## src/rtl/display_pkg.sv

```systemverilog
// Shared types and constants for the four-digit seven-segment display controller.
package display_pkg;

    typedef enum logic {
        REPOSO    = 1'b0,
        CONVIERTE = 1'b1
    } estado_t;

    localparam int unsigned ITER   = 14;
    localparam int unsigned DATO_W = 14;
    localparam int unsigned BCD_W  = 16;
    localparam int unsigned CNT_W  = 4;
    localparam int unsigned SEG_W  = 7;

    localparam logic [DATO_W-1:0] MAX_VALIDO = 14'd9999;

    // Active-low segments ordered {g,f,e,d,c,b,a}; entry n is the code for digit n.
    localparam logic [9:0][SEG_W-1:0] SEG_TABLA = {
        7'b0010000, 7'b0000000, 7'b1111000, 7'b0000010, 7'b0010010,
        7'b0011001, 7'b0110000, 7'b0100100, 7'b1111001, 7'b1000000
    };
    localparam logic [SEG_W-1:0] DASH  = 7'b0111111;
    localparam logic [SEG_W-1:0] BLANK = 7'b1111111;

    function automatic logic [SEG_W-1:0] seg_codigo(input logic [3:0] d);
        if (d <= 4'd9) begin
            return SEG_TABLA[d];
        end
        return BLANK;
    endfunction

endpackage

```

## src/rtl/bin_a_bcd.sv

```systemverilog
// Sequential double-dabble converter: one iteration per cycle, result and
// overflow flag published together on the final iteration edge.
module bin_a_bcd
    import display_pkg::*;
(
    input  logic              clk,
    input  logic              rst,
    input  logic              inicio,
    input  logic [DATO_W-1:0] bin,
    output logic [BCD_W-1:0]  bcd,
    output logic              fin,
    output logic              desborde
);

    estado_t           estado_q, estado_d;
    logic [DATO_W-1:0] sh_q, sh_d;
    logic [BCD_W-1:0]  scratch_q, scratch_d;
    logic [CNT_W-1:0]  cnt_q, cnt_d;
    logic              ovf_q, ovf_d;
    logic [BCD_W-1:0]  bcd_q, bcd_d;
    logic              fin_q, fin_d;
    logic              desborde_q, desborde_d;
    logic [BCD_W-1:0]  ajuste;
    logic [BCD_W-1:0]  paso;

    // One double-dabble step on the scratch register.
    always_comb begin
        ajuste = scratch_q;
        for (int i = 0; i < 4; i++) begin
            if (ajuste[4*i +: 4] >= 4'd5) begin
                ajuste[4*i +: 4] = ajuste[4*i +: 4] + 4'd3;
            end
        end
        paso = {ajuste[BCD_W-2:0], sh_q[DATO_W-1]};
    end

    always_comb begin
        estado_d   = estado_q;
        sh_d       = sh_q;
        scratch_d  = scratch_q;
        cnt_d      = cnt_q;
        ovf_d      = ovf_q;
        bcd_d      = bcd_q;
        fin_d      = fin_q;
        desborde_d = desborde_q;
        case (estado_q)
            REPOSO: begin
                if (inicio) begin
                    sh_d      = bin;
                    scratch_d = '0;
                    cnt_d     = '0;
                    ovf_d     = (bin > MAX_VALIDO);
                    fin_d     = 1'b0;
                    estado_d  = CONVIERTE;
                end
            end
            CONVIERTE: begin
                sh_d      = {sh_q[DATO_W-2:0], 1'b0};
                scratch_d = paso;
                cnt_d     = cnt_q + 1'b1;
                if (cnt_q == CNT_W'(ITER - 1)) begin
                    bcd_d      = paso;
                    desborde_d = ovf_q;
                    fin_d      = 1'b1;
                    estado_d   = REPOSO;
                end
            end
            default: estado_d = REPOSO;
        endcase
    end

    always_ff @(posedge clk or negedge rst) begin
        if (!rst) begin
            estado_q   <= REPOSO;
            sh_q       <= '0;
            scratch_q  <= '0;
            cnt_q      <= '0;
            ovf_q      <= 1'b0;
            bcd_q      <= '0;
            fin_q      <= 1'b1;
            desborde_q <= 1'b0;
        end else begin
            estado_q   <= estado_d;
            sh_q       <= sh_d;
            scratch_q  <= scratch_d;
            cnt_q      <= cnt_d;
            ovf_q      <= ovf_d;
            bcd_q      <= bcd_d;
            fin_q      <= fin_d;
            desborde_q <= desborde_d;
        end
    end

    assign bcd      = bcd_q;
    assign fin      = fin_q;
    assign desborde = desborde_q;

endmodule

```

## src/rtl/controlador_display.sv

```systemverilog
// Four-digit multiplexed seven-segment controller: converts a binary value to
// BCD and scans it out with optional leading-zero blanking.
module controlador_display
    import display_pkg::*;
#(
    parameter int unsigned REFRESH_BITS = 16
) (
    input  logic              clk,
    input  logic              rst,
    input  logic [DATO_W-1:0] dato,
    input  logic              cargar,
    input  logic              supr_ceros,
    output logic              listo,
    output logic              error,
    output logic [3:0]        an,
    output logic [SEG_W-1:0]  seg
);

    logic [BCD_W-1:0]        digitos;
    logic [REFRESH_BITS-1:0] refresh_q, refresh_d;
    logic [3:0]              an_q, an_d;
    logic [SEG_W-1:0]        seg_q, seg_d;
    logic [1:0]              sel;
    logic [3:0]              digito;
    logic [3:0]              blanco;

    // The converter ignores inicio while busy, so cargar is never queued.
    bin_a_bcd u_conv (
        .clk      (clk),
        .rst      (rst),
        .inicio   (cargar),
        .bin      (dato),
        .bcd      (digitos),
        .fin      (listo),
        .desborde (error)
    );

    assign sel = refresh_q[REFRESH_BITS-1 -: 2];

    // A digit is blank only if it and every more significant digit are zero.
    always_comb begin
        blanco    = '0;
        blanco[3] = supr_ceros && (digitos[15:12] == 4'd0);
        blanco[2] = blanco[3]  && (digitos[11:8]  == 4'd0);
        blanco[1] = blanco[2]  && (digitos[7:4]   == 4'd0);
    end

    always_comb begin
        refresh_d = refresh_q + 1'b1;
        an_d      = 4'b1110;
        digito    = digitos[3:0];
        case (sel)
            2'd0: begin an_d = 4'b1110; digito = digitos[3:0];   end
            2'd1: begin an_d = 4'b1101; digito = digitos[7:4];   end
            2'd2: begin an_d = 4'b1011; digito = digitos[11:8];  end
            2'd3: begin an_d = 4'b0111; digito = digitos[15:12]; end
            default: begin an_d = 4'b1110; digito = digitos[3:0]; end
        endcase
        if (error) begin
            seg_d = DASH;
        end else if (blanco[sel]) begin
            seg_d = BLANK;
        end else begin
            seg_d = seg_codigo(digito);
        end
    end

    always_ff @(posedge clk or negedge rst) begin
        if (!rst) begin
            refresh_q <= '0;
            an_q      <= 4'b1111;
            seg_q     <= BLANK;
        end else begin
            refresh_q <= refresh_d;
            an_q      <= an_d;
            seg_q     <= seg_d;
        end
    end

    assign an  = an_q;
    assign seg = seg_q;

endmodule
```

## config.mk

```make
export PLATFORM = sky130hd
export DESIGN_NAME = controlador_display
export DESIGN_NICKNAME = d
export VERILOG_FILES = /design/src/rtl/display_pkg.sv /design/src/rtl/bin_a_bcd.sv /design/src/rtl/controlador_display.sv
export SDC_FILE = /design/constraint.sdc
export NUM_CORES = 1
export LEC_CHECK = 0
export ABC_AREA = 1
export BUFFER_PORTS_ARGS = -buffer_cell sky130_fd_sc_hd__buf_2
export CAP_MARGIN = 20
export CORE_MARGIN = 2
export CORE_UTILIZATION = 40
export DETAILED_ROUTE_END_ITERATION = 10
export PLACE_DENSITY = 0.55
export SLEW_MARGIN = 10
export SYNTH_ARGS = -nofsm -noshare
export SYNTH_HDL_FRONTEND = slang
export SYNTH_SLANG_ARGS = --single-unit
```

## constraint.sdc

```tcl
create_clock -name clk -period 3.5 [get_ports clk]
set_input_delay 0.175 -clock clk [delete_from_list [all_inputs] [get_ports clk]]
set_output_delay 0.175 -clock clk [all_outputs]
set_load 0.02 [all_outputs]
```

==> reports/metrics.csv, run 1 <==
metric,value,unit
vias in the first global route,2851,
Power Density,817,nW/um^2
CP bufs+invs,2,
clock skew,0.00520,ns
Max Root-Sink Buffers,2,
"commonest non-fill, non-tap cells in the layout","105 x nand2_1, 69 x dfrtp_1, 50 x inv_1",
"Cell Count, Final, Fillers Out",607,
"commonest non-fill, non-tap cell in the layout",nand2_1,
GRT Overall Usage,0.163,
Vias per Instance,4.81,
# diodes,0,
distinct cell type count after synthesis,34,
critical path class,reg -> reg,
I/O pins,31,
post-synthesis sequential area ratio,0.522,
type of origin of the critical path,register,
critical path capture point type,register,
# clock sinks,81,
routed len/inst,12.6,microns
Syn Area/Cell,8.95,sq um
GRT overflow,0,
die footprint,10600,sq um
H-Tree Depth,3,
Worst path most repeated cell,nand2_1,
routability cong.,0.874,
initial antenna violation count,0,
WHS,0.0343,ns
P_leak,2.20,nW
CP Data Arrival Time,2.69,ns
Routed Antenna Nets,0,
Synth Cell Area,3910,sq um
DR DRC count,0,
fin crit share,0.686,
placed cell count,589,
Tmin final,2.40,ns
Yosys top cell area share,0.441,
"EDFF count, synth",0,
Top Family by Delay on Critical Path,compound AO/OA/AOI/OAI gates,
TritonCTS clock tree,done,
relative slew slack,0.513,
CP max-delay cell,dfrtp_1,
Max Cap Viol,0,
worst-margin pin slew,0.728,ns
Area Overhead vs Synth,13.2,%
setup TNS,0,ns
core footprint,9640,sq um
fmax,416,MHz
later-pin clock latency in the skew report,0.35,ns
"Max FO, Critical Path",10,
layout cells sized above 1,0.160,
Initial DRT Pass Iterations,5,
Peak VDD IR,0.327,mV
FP Rows,36,
Via Count,2922,
Final Hold Viols,0,
Worst Path Required,3.79,ns
first-pass GRT wire length,13.5,mm
buffer count from post-CTS setup fixing,0,
Total Nets Final,505,
RSZ-0062 raised after global routing,false,
"Most Used Layer, Global Route",met2,
Root Buffer,clkbuf_8,
met3 Usage GRT,0.0325,
clk slew on worst S/H paths,0.08,ns
DIE HEIGHT,103,microns
Mapped Nets,473,
endpoints failing setup,0,
DPL Wire Length,5.35,mm
CTS Buf Count,9,
routed wire length,7.65,mm
CP cell instances,"inv_8, nand2_4, o21ai_0, inv_1, ha_1, or2_2, nand2_1, nand2_1, a21oi_1",
"flops & latches, synth",81,
die width,103,microns
prevailing post-synth register cell,dfrtp_1,
status,completed,
routing usage on met1,0.227,
CP max stage delay,0.54,ns
min-delay worst type,in -> reg,
Starting Density,0.406,
share of flip-flops with an asynchronous set or reset,1.00,
"top cells by area, synth","dfrtp_1 44%, nand2_1 10%, dfstp_2 8.1%, ha_1 5.8%, o21ai_0 5.1%",
Max Transition Viols Final,0,
GR Util met2,0.252,
I/O Buffers,30,
"area leader, netlist",dfrtp_1,
YS warnings,0,
Post-Synthesis Cells,437,
DR iter-0 viols,190,
largest net degree at the start of global routing,82,
## metrics by stage
stage	worst slack (ns)	util	instance area [sq um]	total power, mW
after CTS	1.06	0.455	4390	3.66
after detailed placement	1.07	0.433	4170	2.92
after floorplan	1.42	-	3910	2.54
final	1.10	0.459	4430	3.62
after global placement	1.16	0.433	4170	2.88
after global routing	0.839	0.459	4430	3.98
## report_power, final
| part | internal [mW] | switching [mW] |
|---|---|---|
| clock | 0.387 | 0.338 |
| sequential | 1.30 | 0.227 |
| combinational | 0.504 | 0.860 |
## sequential cells by signal, indices dropped and copies added, names as in the netlist
name / flops
u_conv.sh_q: 14
u_conv.fin: 1
u_conv.estado_q: 1
u_conv.cnt_q: 4
seg: 7
an: 4
refresh_q: 16
u_conv.scratch_q: 16
u_conv.desborde: 1
u_conv.bcd: 16
u_conv.ovf_q: 1
## logic make-up after synthesis
family | Yosys count | share of synthesized area
AO/OA/AOI/OAI | 77 | 0.115
XOR/XNOR | 17 | 0.0381
adder cells (fa/ha/maj) | 18 | 0.0576
buffers and inverters | 68 | 0.0745
flip-flops | 81 | 0.522
AND/OR/NAND/NOR | 176 | 0.193
## final cells by class
type	count	area [sq um]
timing repair buffer	33	198
multi-input combinational	288	1580
clock inverter	4	50.0
fill	963	5210
clock buffer	12	165
inverter	56	228
tap	133	166
sequential	81	2040
## synthesized netlist by cell type, types with 4 or more instances
cell type / instances
nor2_1: 22
dfrtp_1: 69
a22oi_1: 6
o21ai_0: 40
inv_1: 50
ha_1: 18
xor2_1: 13
a21oi_1: 8
nand2_1: 105
o22ai_1: 13
dfstp_2: 12
nand4_1: 5
clkbuf_1: 6
xnor2_1: 4
nand3_1: 32
## worst reg2reg max path, stage by stage, from the launching register on
cell	delay (ns)
dfrtp_1	0.54
inv_8	0.15
nand2_4	0.08
o21ai_0	0.54
inv_1	0.19
ha_1	0.25
or2_2	0.26
nand2_1	0.12
nand2_1	0.07
a21oi_1	0.14
## routing by layer
layer / vias to the layer above / wire length (microns)
met5: - / 0
met4: 0 / 121
met3: 11 / 226
met2: 38 / 3520
met1: 1390 / 3790
li1: 1483 / -
## what timing repair did
action / CTS / global route
gates resized for setup: 0 / 0
hold buffers: 0 / 1
endpoints found under the hold margin: 0 / 18
## path summary, 6_finish.rpt
path                                 startpoint         endpoint  slack, ns  cells after the start
min in group asynchronous                   rst     refresh_q[8]       0.31                      2
worst max-delay path              refresh_q[14]           seg[6]       1.10                      9
worst min register to register  u_conv.desborde           seg[6]       0.45                      1
worst min-delay path                    dato[2]   u_conv.sh_q[2]       0.03                      3
max in group asynchronous                   rst  u_conv.sh_q[13]       2.61                      3
worst max register to register    refresh_q[14]           seg[6]       1.10                      9
No activity file was read; power rests on OpenSTA's default activity.
==> inputs of run 2 (changes only) <==
- PLACE_DENSITY: 0.55 -> 0.57
- clock period: 3.5 -> 1.9 ns (I/O delays scaled with it)
==> run 2 against run 1 <==
  * Wire length up 3.3%
  * Die area unchanged
  * Sequential cell count is the same
  * Combinational power up 100%
  * Critical endpoint is now seg[2]
  * Largest cell class unchanged
  * Highest routed layer unchanged
==> reports/metrics.csv, run 2 (synthesis results as in run 1) <==
metric,value,unit
first-pass GRT wire length,13.9,mm
critical path class,reg -> reg,
Max Transition Viols Final,0,
RSZ-0062 raised after global routing,false,
clock skew,0.00913,ns
Peak VDD IR,0.483,mV
"commonest non-fill, non-tap cells in the layout","102 x nand2_1, 67 x dfrtp_1, 48 x inv_1",
Root Buffer,clkbuf_8,
clk slew on worst S/H paths,0.08,ns
fillers,935,
Worst Hold End,u_conv.sh_q[11],
DR iter-0 viols,69,
placed cell count,608,
worst-margin pin slew,0.680,ns
Max Cap Viol,0,
# diodes,0,
I/O pins,31,
status,completed,
design area,4700,sq um
DPL Wire Length,5.57,mm
type of origin of the critical path,register,
min-delay worst type,in -> reg,
H-Tree Depth,3,
Starting Density,0.406,
reg2reg start,refresh_q[14],
Via Count,3022,
routed len/inst,12.3,microns
setup TNS,0,ns
DR DRC count,0,
"Cell Count, Final, Fillers Out",641,
later-pin clock latency in the skew report,0.37,ns
layout cells sized above 1,0.217,
Vias per Instance,4.71,
relative slew slack,0.546,
CP Data Arrival Time,2.05,ns
routed wire length,7.91,mm
Worst Path Required,2.21,ns
# clock sinks,81,
DIE HEIGHT,103,microns
vias in the first global route,2968,
fmax,574,MHz
die footprint,10600,sq um
R2R setup slack,0.16,ns
WHS,0.0325,ns
worst reg2reg path depth,11,
Power Density,1430,nW/um^2
crit path launch,refresh_q[14],
largest net degree at the start of global routing,42,
RR Endpoint,seg[2],
Max Root-Sink Buffers,2,
Area Overhead vs Synth,20.3,%
placed cell area,4340,sq um
initial antenna violation count,0,
hold path startpoint,dato[11],
I/O Buffers,30,
TritonCTS clock tree,done,
GRT Overall Usage,0.171,
Total Nets Final,539,
core footprint,9640,sq um
routability cong.,0.891,
CTS Buf Count,9,
die width,103,microns
"commonest non-fill, non-tap cell in the layout",nand2_1,
FP Rows,36,
Tmin final,1.74,ns
Initial DRT Pass Iterations,4,
Final Hold Viols,0,
critical path capture point type,register,
P_leak,2.34,nW
GRT overflow,0,
Hold Crit Depth,3,
fin crit share,0.917,
endpoints failing setup,0,
"Max FO, Critical Path",7,
Routed Antenna Nets,0,
run 2: cell types whose count changed in the layout (fill, tap and decap cells not counted), moves of 3 or more:
cell	previous run	this run
nand2_1	105	102
clkbuf_8	12	9
buf_4	2	24
dlygate4sd3_1	1	13
nand2_2	0	3
clkinv_2	1	4
run 2: how the worst max path moves through the flow:
stage,slack [ns],cells past startpoint,to
global route,0.02,11,seg[6]
global placement,0.06,11,seg[6]
detailed placement,0.002,11,seg[6]
CTS,0.001,11,seg[6]
finish,0.16,11,seg[2]
floorplan,0.08,12,seg[6]
run 2: worst max-delay path: stages, from the launching register on:
cell     delay (ns)
dfrtp_2        0.50
inv_8          0.09
nand3_1        0.06
nand2_1        0.08
nor2_1         0.05
nor2_2         0.13
inv_2          0.06
ha_2           0.17
or2_2          0.29
nand2_2        0.11
a21oi_4        0.08
nand3_1        0.08
run 2: power by group:
group | switching, mW | internal [mW] | total, mW
Combinational | 1.66 | 1.07 | 2.72
Clock | 0.632 | 0.601 | 1.23
Sequential | 0.389 | 2.40 | 2.79
run 2: area by class of cell:
class                           instances  area (sq um)  area share
Sequential cell                        81          2040       0.435
Multi-Input combinational cell        288          1600       0.341
Timing Repair Buffer                   67           475       0.101
Inverter                               56           228      0.0484
Tap cell                              133           166      0.0354
Clock buffer                           10           128      0.0271
Clock inverter                          6          58.8      0.0125
run 2: per-layer routing:
metal / track usage / up-vias / part of all wire
met3: 0.0468 / 13 / 0.029
li1: - / 1553 / -
met1: 0.227 / 1414 / 0.49
met4: 0.0607 / 0 / 0.022
met5: 0 / - / 0
met2: 0.270 / 42 / 0.46
run 2: through the flow:
step	utilization	worst slack, ns	power (mW)
after floorplan	-	0.0758	4.69
after global placement	0.450	0.0580	5.40
after detailed placement	0.450	0.00168	5.49
after CTS	0.483	0.00134	6.77
after global routing	0.488	0.0186	7.41
final	0.488	0.157	6.74
run 2: timing repair:
| action | in CTS | in global routing |
|---|---|---|
| pin swaps | 0 | 4 |
| endpoints found under the hold margin | 39 | 0 |
| hold buffers | 13 | 0 |
| setup buffers | 0 | 4 |
| resized for setup | 1 | 10 |
| setup endpoints to repair | 1 | 7 |
| gates cloned | 0 | 0 |
